$ cat src/rtl/afu_math_pkg.sv
// Shared opcodes, FSM encoding and bit layouts for the AFU math command sequencer.
package afu_math_pkg;

   localparam logic [31:0] OP_ADD = 32'd1;
   localparam logic [31:0] OP_SUB = 32'd2;
   localparam logic [31:0] OP_MUL = 32'd3;
   localparam logic [31:0] OP_DIV = 32'd4;
   localparam logic [31:0] OP_MOD = 32'd5;

   typedef enum logic [3:0] {
      S_IDLE, S_CHECK, S_RD_REQ, S_RD_RSP, S_ALU_REQ,
      S_ALU_WAIT, S_WR_REQ, S_WR_RSP, S_DONE
   } state_e;

   localparam int CTX_NUM_LSB = 0;
   localparam int CTX_SRC_LSB = 32;
   localparam int CTX_DST_LSB = 64;

   localparam int CMD_OP_LSB  = 0;
   localparam int CMD_A_LSB   = 32;
   localparam int CMD_B_LSB   = 64;

   localparam int RES_VAL_LSB = 0;
   localparam int RES_ERR_BIT = 64;
   localparam int RES_OP_LSB  = 96;
   localparam int RES_MIN_W   = 128;

   function automatic logic op_valid(input logic [31:0] op);
      return (op >= OP_ADD) && (op <= OP_MOD);
   endfunction

endpackage

$ cat src/rtl/afu_math_sched_if.sv
// Cache read/write channels, ALU handshake and control/status of the math sequencer.
interface afu_math_sched_if #(
   parameter int ADDR_LMT    = 20,
   parameter int MDATA       = 14,
   parameter int CACHE_WIDTH = 512
);
   logic                   start;
   logic [511:0]           afu_context;
   logic [ADDR_LMT-1:0]    rd_req_addr;
   logic [MDATA-1:0]       rd_req_mdata;
   logic                   rd_req_en;
   logic                   rd_req_almostfull;
   logic                   rd_rsp_valid;
   logic [MDATA-1:0]       rd_rsp_mdata;
   logic [CACHE_WIDTH-1:0] rd_rsp_data;
   logic [ADDR_LMT-1:0]    wr_req_addr;
   logic [MDATA-1:0]       wr_req_mdata;
   logic [CACHE_WIDTH-1:0] wr_req_data;
   logic                   wr_req_en;
   logic                   wr_req_almostfull;
   logic                   wr_rsp0_valid;
   logic [MDATA-1:0]       wr_rsp0_mdata;
   logic                   wr_rsp1_valid;
   logic [MDATA-1:0]       wr_rsp1_mdata;
   logic                   alu_req_valid;
   logic                   alu_req_ready;
   logic [2:0]             alu_op;
   logic [31:0]            alu_a;
   logic [31:0]            alu_b;
   logic                   alu_rsp_valid;
   logic [63:0]            alu_result;
   logic                   done;
   logic [31:0]            err_count;

   modport master (
      input  start, afu_context, rd_req_almostfull, rd_rsp_valid, rd_rsp_mdata, rd_rsp_data,
             wr_req_almostfull, wr_rsp0_valid, wr_rsp0_mdata, wr_rsp1_valid, wr_rsp1_mdata,
             alu_req_ready, alu_rsp_valid, alu_result,
      output rd_req_addr, rd_req_mdata, rd_req_en, wr_req_addr, wr_req_mdata, wr_req_data,
             wr_req_en, alu_req_valid, alu_op, alu_a, alu_b, done, err_count
   );

   modport slave (
      output start, afu_context, rd_req_almostfull, rd_rsp_valid, rd_rsp_mdata, rd_rsp_data,
             wr_req_almostfull, wr_rsp0_valid, wr_rsp0_mdata, wr_rsp1_valid, wr_rsp1_mdata,
             alu_req_ready, alu_rsp_valid, alu_result,
      input  rd_req_addr, rd_req_mdata, rd_req_en, wr_req_addr, wr_req_mdata, wr_req_data,
             wr_req_en, alu_req_valid, alu_op, alu_a, alu_b, done, err_count
   );
endinterface

$ cat src/rtl/afu_math_line_fmt.sv
// Combinational command-line decode/validate and result-line pack.
// Latency: 0 cycles; no backpressure (pure function of its inputs).
module afu_math_line_fmt
   import afu_math_pkg::*;
#(
   parameter int CACHE_WIDTH = 512
) (
   input  logic [CACHE_WIDTH-1:0] cmd_line_i,
   output logic [31:0]            opcode_o,
   output logic [31:0]            a_o,
   output logic [31:0]            b_o,
   output logic [2:0]             alu_op_o,
   output logic                   err_o,
   input  logic [63:0]            result_i,
   input  logic                   err_i,
   input  logic [31:0]            res_opcode_i,
   output logic [CACHE_WIDTH-1:0] res_line_o
);
   // Pack into at least 128 bits so the opcode echo never indexes past a narrow line.
   localparam int PW = (CACHE_WIDTH > RES_MIN_W) ? CACHE_WIDTH : RES_MIN_W;

   logic [PW-1:0] res_wide;
   logic          div_op;
   logic          unused_cmd;

   assign unused_cmd = ^cmd_line_i;

   always_comb begin
      opcode_o = cmd_line_i[CMD_OP_LSB +: 32];
      a_o      = cmd_line_i[CMD_A_LSB +: 32];
      b_o      = cmd_line_i[CMD_B_LSB +: 32];
      alu_op_o = opcode_o[2:0];
      div_op   = (opcode_o == OP_DIV) || (opcode_o == OP_MOD);
      err_o    = !op_valid(opcode_o) || (div_op && (b_o == 32'd0));
   end

   always_comb begin
      res_wide                       = '0;
      res_wide[RES_VAL_LSB +: 64]    = result_i;
      res_wide[RES_ERR_BIT]          = err_i;
      res_wide[RES_OP_LSB +: 32]     = res_opcode_i;
   end

   assign res_line_o = res_wide[CACHE_WIDTH-1:0];

endmodule

$ cat src/rtl/afu_math_sched.sv
// Batched command sequencer: read line, run ALU op, write result line, one line at a time.
// Latency: >=5 cycles per good line plus memory/ALU latency; stalls on almostfull and ALU ready.
module afu_math_sched
   import afu_math_pkg::*;
#(
   parameter int ADDR_LMT    = 20,
   parameter int MDATA       = 14,
   parameter int CACHE_WIDTH = 512
) (
   input  logic             clk,
   input  logic             reset_n,
   afu_math_sched_if.master bus
);
   state_e                 state_q, state_d;
   logic [31:0]            num_q, num_d, src_q, src_d, dst_q, dst_d, idx_q, idx_d;
   logic [31:0]            opcode_q, opcode_d, err_count_q, err_count_d;
   logic                   err_q, err_d, done_q, done_d;
   logic [63:0]            result_q, result_d;
   logic                   rd_en_q, rd_en_d, wr_en_q, wr_en_d, alu_vld_q, alu_vld_d;
   logic [ADDR_LMT-1:0]    rd_addr_q, rd_addr_d, wr_addr_q, wr_addr_d;
   logic [MDATA-1:0]       rd_tag_q, rd_tag_d, wr_tag_q, wr_tag_d, tag;
   logic [CACHE_WIDTH-1:0] wr_data_q, wr_data_d, res_line;
   logic [2:0]             alu_op_q, alu_op_d, dec_alu_op;
   logic [31:0]            alu_a_q, alu_a_d, alu_b_q, alu_b_d, dec_op, dec_a, dec_b;
   logic                   dec_err, rd_hit, wr_hit, alu_hs, unused_ctx;

   afu_math_line_fmt #(.CACHE_WIDTH(CACHE_WIDTH)) u_fmt (
      .cmd_line_i   (bus.rd_rsp_data),
      .opcode_o     (dec_op),
      .a_o          (dec_a),
      .b_o          (dec_b),
      .alu_op_o     (dec_alu_op),
      .err_o        (dec_err),
      .result_i     (result_q),
      .err_i        (err_q),
      .res_opcode_i (opcode_q),
      .res_line_o   (res_line)
   );

   assign tag        = MDATA'(idx_q);
   assign rd_hit     = bus.rd_rsp_valid && (bus.rd_rsp_mdata == tag);
   assign wr_hit     = (bus.wr_rsp0_valid && (bus.wr_rsp0_mdata == tag)) ||
                       (bus.wr_rsp1_valid && (bus.wr_rsp1_mdata == tag));
   assign alu_hs     = alu_vld_q && bus.alu_req_ready;
   assign unused_ctx = ^bus.afu_context;

   always_ff @(posedge clk) begin
      if (!reset_n) state_q <= S_IDLE;
      else          state_q <= state_d;
   end

   always_comb begin
      state_d = state_q;
      unique case (state_q)
         S_IDLE:     if (bus.start) state_d = S_CHECK;
         S_CHECK:    state_d = (idx_q == num_q) ? S_DONE : S_RD_REQ;
         S_RD_REQ:   if (!bus.rd_req_almostfull) state_d = S_RD_RSP;
         S_RD_RSP:   if (rd_hit) state_d = dec_err ? S_WR_REQ : S_ALU_REQ;
         // A zero-latency ALU may answer in the accept cycle itself.
         S_ALU_REQ:  if (alu_hs) state_d = bus.alu_rsp_valid ? S_WR_REQ : S_ALU_WAIT;
         S_ALU_WAIT: if (bus.alu_rsp_valid) state_d = S_WR_REQ;
         S_WR_REQ:   if (!bus.wr_req_almostfull) state_d = S_WR_RSP;
         S_WR_RSP:   if (wr_hit) state_d = S_CHECK;
         S_DONE:     state_d = S_DONE;
         default:    state_d = S_IDLE;
      endcase
   end

   always_comb begin
      num_d = num_q;   src_d = src_q;   dst_d = dst_q;   idx_d = idx_q;
      opcode_d = opcode_q;   err_d = err_q;   result_d = result_q;
      err_count_d = err_count_q;   done_d = done_q;
      rd_en_d = 1'b0;   rd_addr_d = rd_addr_q;   rd_tag_d = rd_tag_q;
      wr_en_d = 1'b0;   wr_addr_d = wr_addr_q;   wr_tag_d = wr_tag_q;   wr_data_d = wr_data_q;
      alu_vld_d = alu_vld_q;   alu_op_d = alu_op_q;   alu_a_d = alu_a_q;   alu_b_d = alu_b_q;
      unique case (state_q)
         S_IDLE: if (bus.start) begin
            num_d = bus.afu_context[CTX_NUM_LSB +: 32];
            src_d = bus.afu_context[CTX_SRC_LSB +: 32];
            dst_d = bus.afu_context[CTX_DST_LSB +: 32];
            idx_d = 32'd0;
         end
         S_CHECK: if (idx_q == num_q) done_d = 1'b1;
         S_RD_REQ: if (!bus.rd_req_almostfull) begin
            rd_en_d   = 1'b1;
            rd_addr_d = ADDR_LMT'(src_q + idx_q);
            rd_tag_d  = tag;
         end
         S_RD_RSP: if (rd_hit) begin
            opcode_d  = dec_op;
            alu_op_d  = dec_alu_op;
            alu_a_d   = dec_a;
            alu_b_d   = dec_b;
            err_d     = dec_err;
            result_d  = 64'd0;
            alu_vld_d = !dec_err;
         end
         S_ALU_REQ: if (alu_hs) begin
            alu_vld_d = 1'b0;
            if (bus.alu_rsp_valid) result_d = bus.alu_result;
         end
         S_ALU_WAIT: if (bus.alu_rsp_valid) result_d = bus.alu_result;
         S_WR_REQ: if (!bus.wr_req_almostfull) begin
            wr_en_d   = 1'b1;
            wr_addr_d = ADDR_LMT'(dst_q + idx_q);
            wr_tag_d  = tag;
            wr_data_d = res_line;
         end
         S_WR_RSP: if (wr_hit) begin
            if (err_q && (err_count_q != '1)) err_count_d = err_count_q + 32'd1;
            idx_d = idx_q + 32'd1;
         end
         default: ;
      endcase
   end

   always_ff @(posedge clk) begin
      if (!reset_n) begin
         num_q <= '0;   src_q <= '0;   dst_q <= '0;   idx_q <= '0;
         opcode_q <= '0;   err_q <= 1'b0;   result_q <= '0;
         err_count_q <= '0;   done_q <= 1'b0;
         rd_en_q <= 1'b0;   rd_addr_q <= '0;   rd_tag_q <= '0;
         wr_en_q <= 1'b0;   wr_addr_q <= '0;   wr_tag_q <= '0;   wr_data_q <= '0;
         alu_vld_q <= 1'b0;   alu_op_q <= '0;   alu_a_q <= '0;   alu_b_q <= '0;
      end else begin
         num_q <= num_d;   src_q <= src_d;   dst_q <= dst_d;   idx_q <= idx_d;
         opcode_q <= opcode_d;   err_q <= err_d;   result_q <= result_d;
         err_count_q <= err_count_d;   done_q <= done_d;
         rd_en_q <= rd_en_d;   rd_addr_q <= rd_addr_d;   rd_tag_q <= rd_tag_d;
         wr_en_q <= wr_en_d;   wr_addr_q <= wr_addr_d;   wr_tag_q <= wr_tag_d;   wr_data_q <= wr_data_d;
         alu_vld_q <= alu_vld_d;   alu_op_q <= alu_op_d;   alu_a_q <= alu_a_d;   alu_b_q <= alu_b_d;
      end
   end

   assign bus.rd_req_en     = rd_en_q;
   assign bus.rd_req_addr   = rd_addr_q;
   assign bus.rd_req_mdata  = rd_tag_q;
   assign bus.wr_req_en     = wr_en_q;
   assign bus.wr_req_addr   = wr_addr_q;
   assign bus.wr_req_mdata  = wr_tag_q;
   assign bus.wr_req_data   = wr_data_q;
   assign bus.alu_req_valid = alu_vld_q;
   assign bus.alu_op        = alu_op_q;
   assign bus.alu_a         = alu_a_q;
   assign bus.alu_b         = alu_b_q;
   assign bus.done          = done_q;
   assign bus.err_count     = err_count_q;

endmodule

$ cat src/flat_wrapper.sv
// flat-port wrapper written by rule: the top's interface ports become plain ports
module afu_math_sched_flat import afu_math_pkg::*;
#(
   parameter int ADDR_LMT    = 20,
   parameter int MDATA       = 14,
   parameter int CACHE_WIDTH = 512
)
  (clk, reset_n, bus_start, bus_afu_context, bus_rd_req_almostfull, bus_rd_rsp_valid, bus_rd_rsp_mdata, bus_rd_rsp_data, bus_wr_req_almostfull, bus_wr_rsp0_valid, bus_wr_rsp0_mdata, bus_wr_rsp1_valid, bus_wr_rsp1_mdata, bus_alu_req_ready, bus_alu_rsp_valid, bus_alu_result, bus_rd_req_addr, bus_rd_req_mdata, bus_rd_req_en, bus_wr_req_addr, bus_wr_req_mdata, bus_wr_req_data, bus_wr_req_en, bus_alu_req_valid, bus_alu_op, bus_alu_a, bus_alu_b, bus_done, bus_err_count);
  afu_math_sched_if #(.ADDR_LMT(ADDR_LMT), .MDATA(MDATA), .CACHE_WIDTH(CACHE_WIDTH)) bus_i ();
  input  logic clk;
  input  logic reset_n;
  input wire logic [$bits(bus_i.start)-1:0] bus_start;
  input wire logic [$bits(bus_i.afu_context)-1:0] bus_afu_context;
  input wire logic [$bits(bus_i.rd_req_almostfull)-1:0] bus_rd_req_almostfull;
  input wire logic [$bits(bus_i.rd_rsp_valid)-1:0] bus_rd_rsp_valid;
  input wire logic [$bits(bus_i.rd_rsp_mdata)-1:0] bus_rd_rsp_mdata;
  input wire logic [$bits(bus_i.rd_rsp_data)-1:0] bus_rd_rsp_data;
  input wire logic [$bits(bus_i.wr_req_almostfull)-1:0] bus_wr_req_almostfull;
  input wire logic [$bits(bus_i.wr_rsp0_valid)-1:0] bus_wr_rsp0_valid;
  input wire logic [$bits(bus_i.wr_rsp0_mdata)-1:0] bus_wr_rsp0_mdata;
  input wire logic [$bits(bus_i.wr_rsp1_valid)-1:0] bus_wr_rsp1_valid;
  input wire logic [$bits(bus_i.wr_rsp1_mdata)-1:0] bus_wr_rsp1_mdata;
  input wire logic [$bits(bus_i.alu_req_ready)-1:0] bus_alu_req_ready;
  input wire logic [$bits(bus_i.alu_rsp_valid)-1:0] bus_alu_rsp_valid;
  input wire logic [$bits(bus_i.alu_result)-1:0] bus_alu_result;
  output wire logic [$bits(bus_i.rd_req_addr)-1:0] bus_rd_req_addr;
  output wire logic [$bits(bus_i.rd_req_mdata)-1:0] bus_rd_req_mdata;
  output wire logic [$bits(bus_i.rd_req_en)-1:0] bus_rd_req_en;
  output wire logic [$bits(bus_i.wr_req_addr)-1:0] bus_wr_req_addr;
  output wire logic [$bits(bus_i.wr_req_mdata)-1:0] bus_wr_req_mdata;
  output wire logic [$bits(bus_i.wr_req_data)-1:0] bus_wr_req_data;
  output wire logic [$bits(bus_i.wr_req_en)-1:0] bus_wr_req_en;
  output wire logic [$bits(bus_i.alu_req_valid)-1:0] bus_alu_req_valid;
  output wire logic [$bits(bus_i.alu_op)-1:0] bus_alu_op;
  output wire logic [$bits(bus_i.alu_a)-1:0] bus_alu_a;
  output wire logic [$bits(bus_i.alu_b)-1:0] bus_alu_b;
  output wire logic [$bits(bus_i.done)-1:0] bus_done;
  output wire logic [$bits(bus_i.err_count)-1:0] bus_err_count;
  assign bus_i.start = bus_start;
  assign bus_i.afu_context = bus_afu_context;
  assign bus_i.rd_req_almostfull = bus_rd_req_almostfull;
  assign bus_i.rd_rsp_valid = bus_rd_rsp_valid;
  assign bus_i.rd_rsp_mdata = bus_rd_rsp_mdata;
  assign bus_i.rd_rsp_data = bus_rd_rsp_data;
  assign bus_i.wr_req_almostfull = bus_wr_req_almostfull;
  assign bus_i.wr_rsp0_valid = bus_wr_rsp0_valid;
  assign bus_i.wr_rsp0_mdata = bus_wr_rsp0_mdata;
  assign bus_i.wr_rsp1_valid = bus_wr_rsp1_valid;
  assign bus_i.wr_rsp1_mdata = bus_wr_rsp1_mdata;
  assign bus_i.alu_req_ready = bus_alu_req_ready;
  assign bus_i.alu_rsp_valid = bus_alu_rsp_valid;
  assign bus_i.alu_result = bus_alu_result;
  assign bus_rd_req_addr = bus_i.rd_req_addr;
  assign bus_rd_req_mdata = bus_i.rd_req_mdata;
  assign bus_rd_req_en = bus_i.rd_req_en;
  assign bus_wr_req_addr = bus_i.wr_req_addr;
  assign bus_wr_req_mdata = bus_i.wr_req_mdata;
  assign bus_wr_req_data = bus_i.wr_req_data;
  assign bus_wr_req_en = bus_i.wr_req_en;
  assign bus_alu_req_valid = bus_i.alu_req_valid;
  assign bus_alu_op = bus_i.alu_op;
  assign bus_alu_a = bus_i.alu_a;
  assign bus_alu_b = bus_i.alu_b;
  assign bus_done = bus_i.done;
  assign bus_err_count = bus_i.err_count;
  afu_math_sched #(.ADDR_LMT(ADDR_LMT), .MDATA(MDATA), .CACHE_WIDTH(CACHE_WIDTH)) u_core (.clk(clk), .reset_n(reset_n), .bus(bus_i));
endmodule
$ cat config.mk
export PLATFORM = sky130hd
export DESIGN_NAME = afu_math_sched_flat
export DESIGN_NICKNAME = d
export VERILOG_FILES = /design/src/rtl/afu_math_pkg.sv /design/src/rtl/afu_math_sched_if.sv /design/src/rtl/afu_math_line_fmt.sv /design/src/rtl/afu_math_sched.sv /design/src/flat_wrapper.sv
export SDC_FILE = /design/constraint.sdc
export NUM_CORES = 1
export LEC_CHECK = 0
export BUFFER_PORTS_ARGS = -buffer_cell sky130_fd_sc_hd__buf_4
export CAP_MARGIN = 25
export CORE_AREA = 2 2 717 719
export CTS_BUF_LIST = sky130_fd_sc_hd__clkbuf_8
export CTS_CLUSTER_SIZE = 24
export DETAILED_ROUTE_END_ITERATION = 16
export DIE_AREA = 0 0 719 721
export PLACE_DENSITY = 0.3
export SYNTH_ARGS = -nofsm -noshare
export SYNTH_HDL_FRONTEND = slang
export SYNTH_SLANG_ARGS = --single-unit
$ cat constraint.sdc
create_clock -name clk -period 3.2 [get_ports clk]
set_input_delay 0.48 -clock clk [delete_from_list [all_inputs] [get_ports clk]]
set_output_delay 0.48 -clock clk [all_outputs]
set_load 0.02 [all_outputs]
* Word-level counts from Yosys, hierarchy flattened *
Cells that the tools add are included.

operators by class
  add/sub/neg operators = 4
  order comparisons = 2
  equal/unequal tests = 22
  multiplexer cells = 23
  bitwise operators = 2
  reductions and logical operators = 29

operator list
  operator                                                                               count
  64-bit 2-to-1 mux                                                                      3
  64-bit one-hot mux with 3 select lines                                                 1
  32-bit by 1-bit adder with 32-bit output (second input constant)                       2
  32-bit by 3-bit == test with 1-bit output (second input constant)                      2
  32-bit 2-to-1 mux                                                                      2
  32-bit one-hot mux with 2 select lines                                                 1
  14-bit == test                                                                         3
  20-bit adder                                                                           2
  4-bit one-hot mux with 9 select lines                                                  1
  32-bit == test                                                                         1
  32-bit by 1-bit greater-or-equal comparator with 1-bit output (second input constant)  1
  32-bit by 3-bit less-or-equal comparator with 1-bit output (second input constant)     1
  32-bit logical NOT                                                                     1
  4-bit 2-to-1 mux                                                                       8
  32-bit != test (second input constant)                                                 1
  4-bit by 3-bit == test with 1-bit output (second input constant)                       4
  2-bit AND reduction                                                                    7
  3-bit AND reduction                                                                    4
  4-bit by 2-bit == test with 1-bit output (second input constant)                       2
  2-bit != test (second input constant)                                                  4
  1-bit logical AND                                                                      7
  7-bit AND reduction                                                                    1
  2-bit by 1-bit != test with 1-bit output (second input constant)                       3
  4-bit by 1-bit == test with 1-bit output (second input constant)                       1
  10 further kinds                                                                       19

word-level totals
  flip-flop bits (word level) = 473
  input port bits = 1140
  output and inout bits = 683
  logic and storage cells = 103

* Depth between registers and ports, before layout *
Gate-level depths: netlist of the first run.

  depth after elaboration = 7
  mapped depth = 11

* By module *
A second synthesis of the first run with hierarchy kept.

second synthesis, totals
  cells, all modules = 4995
  area total of the unflattened synthesis = 39331.5 µm²

by module, submodules not included
  module             instances  cells each  area each (µm²)
  afu_math_sched     1          4358        34579.4
  afu_math_line_fmt  1          637         4752.1

* Worst setup path after synthesis of the first run *
OpenSTA, ideal clock, no wires.

  kind = flip-flop to flip-flop
  start point = reg u_core.idx_q[1]
  end point = reg u_core.wr_addr_q[16] (netlist: u_core.bus.wr_req_addr[16])
  setup time = 0.115 ns
  arrival time = 2.672 ns
  setup slack = 0.414 ns
  stages on the path, launching flop included = 12
  path through = dfxtp_1 buf_2 inv_1 fa_1 nand2b_1 a21oi_1 o21ai_1 o21a_1 o31ai_1 nor2_1 a221o_1 o21a_1

on the way
  cells in the longest elaborated chain, start to end = 1

RTL lines
  item                    line                   text
  from (decl)             afu_math_sched.sv:15   logic [31:0] num_q, num_d, src_q, src_d, dst_q, dst_d, idx_q, idx_d;
  from (signal assigned)  afu_math_sched.sv:126  num_q <= num_d; src_q <= src_d; dst_q <= dst_d; idx_q <= idx_d;
  20-bit adder            afu_math_sched.sv:105  wr_addr_d = ADDR_LMT'(dst_q + idx_q);
  to (signal assigned)    afu_math_sched.sv:130  wr_en_q <= wr_en_d; wr_addr_q <= wr_addr_d; wr_tag_q <= wr_tag_d; wr_data_q <= wr_data_d;
  to (decl)               afu_math_sched.sv:20   logic [ADDR_LMT-1:0] rd_addr_q, rd_addr_d, wr_addr_q, wr_addr_d;

No other way between the ends.
A chain may end at the register's enable or synchronous reset.

* Final worst setup path of the first run *
  start point = reg u_core.idx_q[9]
  end point = reg u_core.err_count_q[19] (netlist: u_core.bus.err_count[19])

on the way
  cells in the longest elaborated chain, start to end = 4
  elaborated cells on any way between the ends = 6
  classes of those cells = eq/ne: 2; reduce/logical: 4

RTL lines
  item                                  line                                        text
  14-bit == test (on tied branches)     afu_math_sched.sv:42, afu_math_sched.sv:43
  1-bit logical AND (on tied branches)  afu_math_sched.sv:42, afu_math_sched.sv:43
  1-bit logical OR *                    afu_math_sched.sv:42                        assign wr_hit = (bus.wr_rsp0_valid && (bus.wr_rsp0_mdata == tag)) ||
  3-bit AND reduction (no line) *       n/a
  to (signal assigned)                  afu_math_sched.sv:128                       err_count_q <= err_count_d; done_q <= done_d;
  to (decl)                             afu_math_sched.sv:16                        logic [31:0] opcode_q, opcode_d, err_count_q, err_count_d;

Mark *: on every way between the ends. The rest lies on a longest branch, timed or not.

==> results of run 1 <==
-- how the worst max path moves through the flow --
stage / startpoint / to / slack, ps / depth (start not counted)
final: u_core.idx_q[9] / u_core.bus.err_count[19] / 150 / 13
after global routing: u_core.idx_q[9] / u_core.bus.err_count[19] / 4 / 13
after CTS: u_core.idx_q[1] / u_core.bus.rd_req_addr[19] / 30 / 11
after detailed placement: bus_wr_rsp0_mdata[9] / u_core.bus.err_count[19] / 20 / 13
after global placement: bus_wr_rsp0_mdata[9] / u_core.bus.err_count[19] / -10 / 13
after floorplan: u_core.idx_q[1] / u_core.bus.wr_req_addr[16] / 410 / 11
-- flip-flops by register name (all words and copies together) (netlist names) --
name                      count
u_core.result_q              64
u_core.bus.rd_req_mdata      14
u_core.dst_q                 20
u_core.bus.alu_b             32
u_core.opcode_q              30
u_core.err_q                  1
u_core.bus.wr_req_data       97
u_core.bus.rd_req_addr       20
u_core.bus.wr_req_addr       20
u_core.idx_q                 32
u_core.state_q                4
u_core.bus.wr_req_en          1
u_core.bus.alu_req_valid      1
u_core.bus.wr_req_mdata      14
u_core.bus.alu_op             2
u_core.num_q                 32
u_core.bus.rd_req_en          1
u_core.bus.err_count         32
u_core.bus.alu_a             32
u_core.src_q                 20
u_core.bus.done               1
-- per-stage QoR --
step                hold slack [ps]  instance area, um^2  setup TNS (ps)
global route                  66.96                41160               0
CTS                           53.16                41080               0
floorplan                     431.0                25820               0
finish                        174.5                41180               0
detailed placement            443.0                36190               0
global placement              441.1                36190          -15.33
-- per-layer routing --
metal / up-vias / global-route usage / wire [um]
met5: - / 0 / 122
met4: 18 / 0.01365 / 3741
met3: 239 / 0.01824 / 10550
met2: 816 / 0.08482 / 64560
met1: 10100 / 0.06207 / 59430
li1: 10770 / - / -
-- cell usage in the layout, fill, tap and decap left out, drive strengths merged, types with 6 or more instances in the layout --
cell / instances
o31ai: 8
a21oi: 39
nand4: 38
o21a: 9
nor4: 33
clkbuf: 140
nor2b: 13
nand2b: 23
a21o: 9
clkinv: 13
inv: 53
o211ai: 7
nand3: 102
ha: 40
and2: 38
nand3b: 8
and3: 12
nor2: 82
conb: 415
a211oi: 8
and4: 6
or3: 7
a21boi: 370
nor3: 24
xnor2: 92
diode: 18
bufinv: 7
o21ai: 46
buf: 703
xor2: 52
dfxtp: 470
mux2i: 11
nand2: 739
dlygate4sd3: 258
-- repair_timing --
action / 4_1_cts / 5_1_grt
resized for setup: 0 / 5
hold endpoints to repair: 257 / 0
hold buffers: 258 / 0
setup endpoints to repair: 0 / 15
-- worst max-delay path: stages, from the launching register on --
cell and delay (ps):
dfxtp_1 440, buf_4 220, xnor2_1 150, nand4_1 140
nor4_2 310, buf_4 240, o211ai_1 190, buf_12 210
buf_4 140, nor3_2 210, buf_12 180, nand4_1 120
xnor2_1 150, and2_1 150
-- power groups by stage --
stage	Clock (mW)	Sequential (mW)	Combinational, mW
floorplan	0	6.32	2.15
global placement	0	6.35	3.33
detailed placement	0	6.35	3.32
CTS	8.40	6.23	3.70
global route	8.56	6.25	4.00
finish	7.77	6.22	3.63
-- cells by family after synthesis --
family	after synthesis	share of synthesized area
adders and majority gates	42	0.02227
DFF	470	0.3877
buffers and inverters	610	0.1657
other	1	0.0001545
and+or+nand+nor	1140	0.2104
muxes	14	0.005929
xor gates and xnor gates	144	0.05197
AOI/OAI and AO/OA	525	0.1559
-- layout make-up --
| type | instances | area, um^2 |
|---|---|---|
| fill | 59930 | 469900 |
| tap | 6757 | 8454 |
| antenna | 18 | 45.04 |
| clock inverter | 51 | 402.9 |
| clock buffer | 139 | 1913 |
| timing repair buffer | 962 | 8379 |
| inverter | 22 | 82.58 |
| multi-input combinational | 2280 | 12490 |
| sequential | 470 | 9410 |
==> impl_metrics.tcl, run 1 <==
set metrics [dict create \
    swShare 0.3304 \
    cts_sinks 470 \
    syn_area_um2 24270 \
    ys_seq_area_frac 0.3877 \
    initial_core_util 0.04749 \
    powerDensity_nw_per_um2 428.0 \
    cts_tree "done" \
    dpl_worst_slack_ps 17.80 \
    worstHoldStart "bus_start" \
    synthesis.instances 2946 \
    layout.cells.non_filler 10700 \
    place_congestion 0.6948 \
    ys_ff_latch 470 \
    clk_latency_ps 930 \
    hold_class "input pin to register" \
    netlist_top_cells_area "dfxtp_1 39%, buf_4 13%, nand2_1 11%" \
    min_period_ps 3047 \
    core_area_um2 511000 \
    path_class "register to register" \
    wl_per_cell_um 12.94 \
    clock_path_buffers 4 \
    slew_headroom 0.3758 \
    grt_pass1_wl_um 183500 \
    final_util 0.08058 \
    chipHeight_um 721 \
    io_pins 1823 \
    slew_viol_final 0 \
    power_leakage_nw 14.58 \
    status "finished clean" \
    yosys.area.top_type "dfxtp_1" \
    net-switching-power_mw 5.823 \
    area_delta_synth_final_pct 69.69 \
    grt_start_max_net_pins 103 \
    synth_top_area_frac 0.3877 \
    io_buffers 551 \
    fmax_mhz 328.2 \
    worst_hold_path.num_cells 5 \
    maxCapViolCount 0 \
    hpwl_um 110600 \
    yosysMostFrequentCell "nand2_1" \
    synth_edf_count 0 \
    cts_buffers 109 \
    required_ps 3940 \
    arrival_ps 3780 \
    path_clk_slew_ps 60 \
    fin_nets 5027 \
    worstReg2RegEnd "u_core.bus.err_count[19]" \
    synth_top_cells_by_count "739 x nand2_1, 470 x dfxtp_1, 418 x buf_4" \
    drive_gt1_frac 0.2319 \
    startpoint_type "register" \
    wirelength_um 138400 \
    die-area_um2 518400 \
    hold_violations 0 \
    r2r_cells 13 \
    antenna_found_initial 67 \
    regToRegSetupSlack_ps 150 \
    crit_path_end_kind "register" \
    drc 0 \
    dp.cells 10230 \
    htree_levels 3 \
    rsz0062_at_grt "no" \
    worstHoldEndpoint "u_core.num_q[2]" \
    synthFlopType "dfxtp_1" \
    syn_avg_cell_area_um2 8.238 \
    skew_ps 97.76 \
    ys_async_sr_fraction 0 \
    total_power_mw 17.63 \
    worstReg2RegStart "u_core.idx_q[9]" \
    grt_pass1_vias 21440 \
    route.vias.total 21940 \
    peakVddDrop_mv 0.2642 \
    worst_slack_ps 152.7 \
    ant_nets 0 \
    p_comb_frac 0.206 \
    fin_crit_sh 0.9523 \
    drtPass1Iterations 5 \
    die_w_um 719 \
    worstPathMaxFanout 13 \
    synth_cell_types 68 \
    ys_warn_count 0 \
    drtIter0Drc 966 \
    tightest_slew_ps 928.5 \
    seqPwrFrac 0.353 \
    pwr-share-clk 0.441 \
    cts_root_buf "clkbuf_8" \
    internal_power_mw 11.80 \
    cts_setup_buffers 0 \
    rows 263 \
    setup_viol 0 \
    overflow 0 \
    viasPerCell 2.051 \
    grt_usage 0.05107 \
]
Power figures use the tool's default switching activity.
==> run 2, diff against run 1 <==
PLACE_DENSITY = unset   (was 0.3)
SLEW_MARGIN = 20   (was unset)
clock period = 3.35 ns   (was 3.2 ns; I/O delays follow)
==> run 2 against run 1 <==
Against the previous run: die area unchanged; clock skew grew 14 ps; total power is 9.6% lower; setup slack improved by 3.4 ps; global-route usage decreased by 0.39 points; critical path type unchanged.
==> impl_metrics.tcl, run 2 (synthesis gave the netlist of run 1 again) <==
set metrics [dict create \
    slew_headroom 0.3646 \
    rsz0062_at_grt "no" \
    power_leakage_nw 13.95 \
    wl_per_cell_um 12.12 \
    rows 263 \
    htree_levels 3 \
    path_buf_inv 2 \
    area_delta_synth_final_pct 64.92 \
    wirelength_um 128500 \
    grt_usage 0.04713 \
    r2r_cells 10 \
    largest_reg_flops 97 \
    internal_power_mw 10.44 \
    min_period_ps 3194 \
    crit_path_top_delay_cell "nor4_4" \
    antenna_found_initial 50 \
    startpoint "u_core.idx_q[1]" \
    die_w_um 719 \
    drtPass1Iterations 5 \
    hold_class "input pin to register" \
    net-switching-power_mw 5.498 \
    worstSetupEndpoint "u_core.idx_q[31]" \
    dpl_worst_slack_ps -75.11 \
    io_pins 1823 \
    startpoint_type "register" \
    p_comb_frac 0.197 \
    arrival_ps 4020 \
    initial_core_util 0.04749 \
    crit_path_end_kind "register" \
    crit_family "simple AND/OR/NAND/NOR gates" \
    cts_buffers 99 \
    grt_pass1_vias 20510 \
    ant_nets 0 \
    final_util 0.07832 \
    maxCapViolCount 0 \
    drc 0 \
    viasPerCell 2.075 \
    core_area_um2 511000 \
    pwr-share-clk 0.428 \
    drive_gt1_frac 0.2189 \
    path_class "register to register" \
    crit_cells 10 \
    overflow 0 \
    hpwl_um 100500 \
    swShare 0.3449 \
    total_power_mw 15.94 \
    status "finished clean" \
    busiest_layer "met2" \
    final_common_cell "nand2_1" \
    tightest_slew_ps 953.1 \
    seqPwrFrac 0.375 \
    crit_chain "buf_4 > xnor2_1 > nand4_1 > nor4_4 > buf_4 > o21ai_0 > a21o_2 > nor4_4 > xnor2_1 > nor2_1" \
    use_met1 0.05468 \
    grt_util_met2 0.07235 \
    route.vias.total 22010 \
    place_congestion 0.8051 \
    chipHeight_um 721 \
    hold_violations 0 \
    worstPathMaxFanout 14 \
    powerDensity_nw_per_um2 398.3 \
    crit_path_max_incr_delay_ps 470 \
    fmax_mhz 313.1 \
    grt_pass1_wl_um 167700 \
    regToRegSetupSlack_ps 160 \
    io_buffers 551 \
    worstReg2RegEnd "u_core.idx_q[31]" \
    fin_crit_sh 0.9534 \
    cts_sinks 470 \
    clock_path_buffers 4 \
    grt_start_max_net_pins 112 \
    skew_ps 111.8 \
    cts_tree "done" \
    dpl_cell_area_um2 35430 \
    slew_viol_final 0 \
    setup_viol 0 \
    die-area_um2 518400 \
    worst_slack_ps 156.1 \
    clk_latency_ps 990 \
    cts_setup_buffers 0 \
    stdcell_area_um2 40020 \
    fin_nets 4939 \
    gr-usage-met3 0.02393 \
    worstReg2RegStart "u_core.idx_q[1]" \
    drtIter0Drc 1338 \
    peakVddDrop_mv 0.3136 \
    worst_hold_path.num_cells 5 \
    required_ps 4170 \
    cts_root_buf "clkbuf_8" \
    mostFrequentLayoutCells "736 x nand2_1, 623 x buf_4, 470 x dfxtp_1" \
    path_clk_slew_ps 70 \
]
==> run 2: worst min path at each step <==
stage                                   start                       end
after floorplan           u_core.result_q[10]       u_core.result_q[10]
after global placement    u_core.result_q[11]       u_core.result_q[11]
after detailed placement  u_core.result_q[10]       u_core.result_q[10]
after CTS                 bus_afu_context[66]           u_core.dst_q[2]
after global routing      bus_afu_context[70]           u_core.dst_q[6]
final                       bus_alu_req_ready  u_core.bus.alu_req_valid
==> run 2: final cells by class <==
type                    instances  area, um^2
clock buffers                 119        1638
repair buffers                884        7435
diodes                         15       37.54
well taps                    6757        8454
flip-flops and latches        470        9409
inverters                      22       82.58
clock inverters                57       429.2
multi-input cells            2280       12540
fillers                     59630      471000
==> run 2: per-layer routing <==
layer,vias up,share of wire
li1,10560,-
met1,10200,0.41
met2,1008,0.43
met3,225,0.12
met4,20,0.046
met5,-,0.00092
==> run 2: worst register-to-register path: stages (launching register included) <==
cell	delay, ps
dfxtp_1	460
buf_4	250
xnor2_1	220
nand4_1	200
nor4_4	470
buf_4	250
o21ai_0	300
a21o_2	460
nor4_4	280
xnor2_1	150
nor2_1	50
==> run 2: through the flow <==
stage | std cells | hold WS [ps] | setup TNS, ps
after floorplan | 3360 | 431.0 | 0
after global placement | 10170 | 438.6 | -1057
after detailed placement | 10170 | 444.4 | -879.5
after CTS | 10590 | 62.14 | 0
after global routing | 10590 | 143.9 | 0
final | 10600 | 280.4 | 0
==> run 2: what timing repair did <==
item	CTS	global route
setup endpoints to repair	11	1
endpoints found under the hold margin	260	0
hold buffers	246	0
gates resized for setup	3	1
cloned	0	0
==> run 2: power by group through the flow <==
stage | clock network (mW) | logic (mW) | registers [mW]
5_1_grt | 7.48 | 3.44 | 6.01
6_report | 6.81 | 3.14 | 5.98
2_1_floorplan | 0 | 2.05 | 6.04
3_5_place_dp | 0 | 2.89 | 6.10
4_1_cts | 7.33 | 3.21 | 5.98
3_3_place_gp | 0 | 2.88 | 6.10
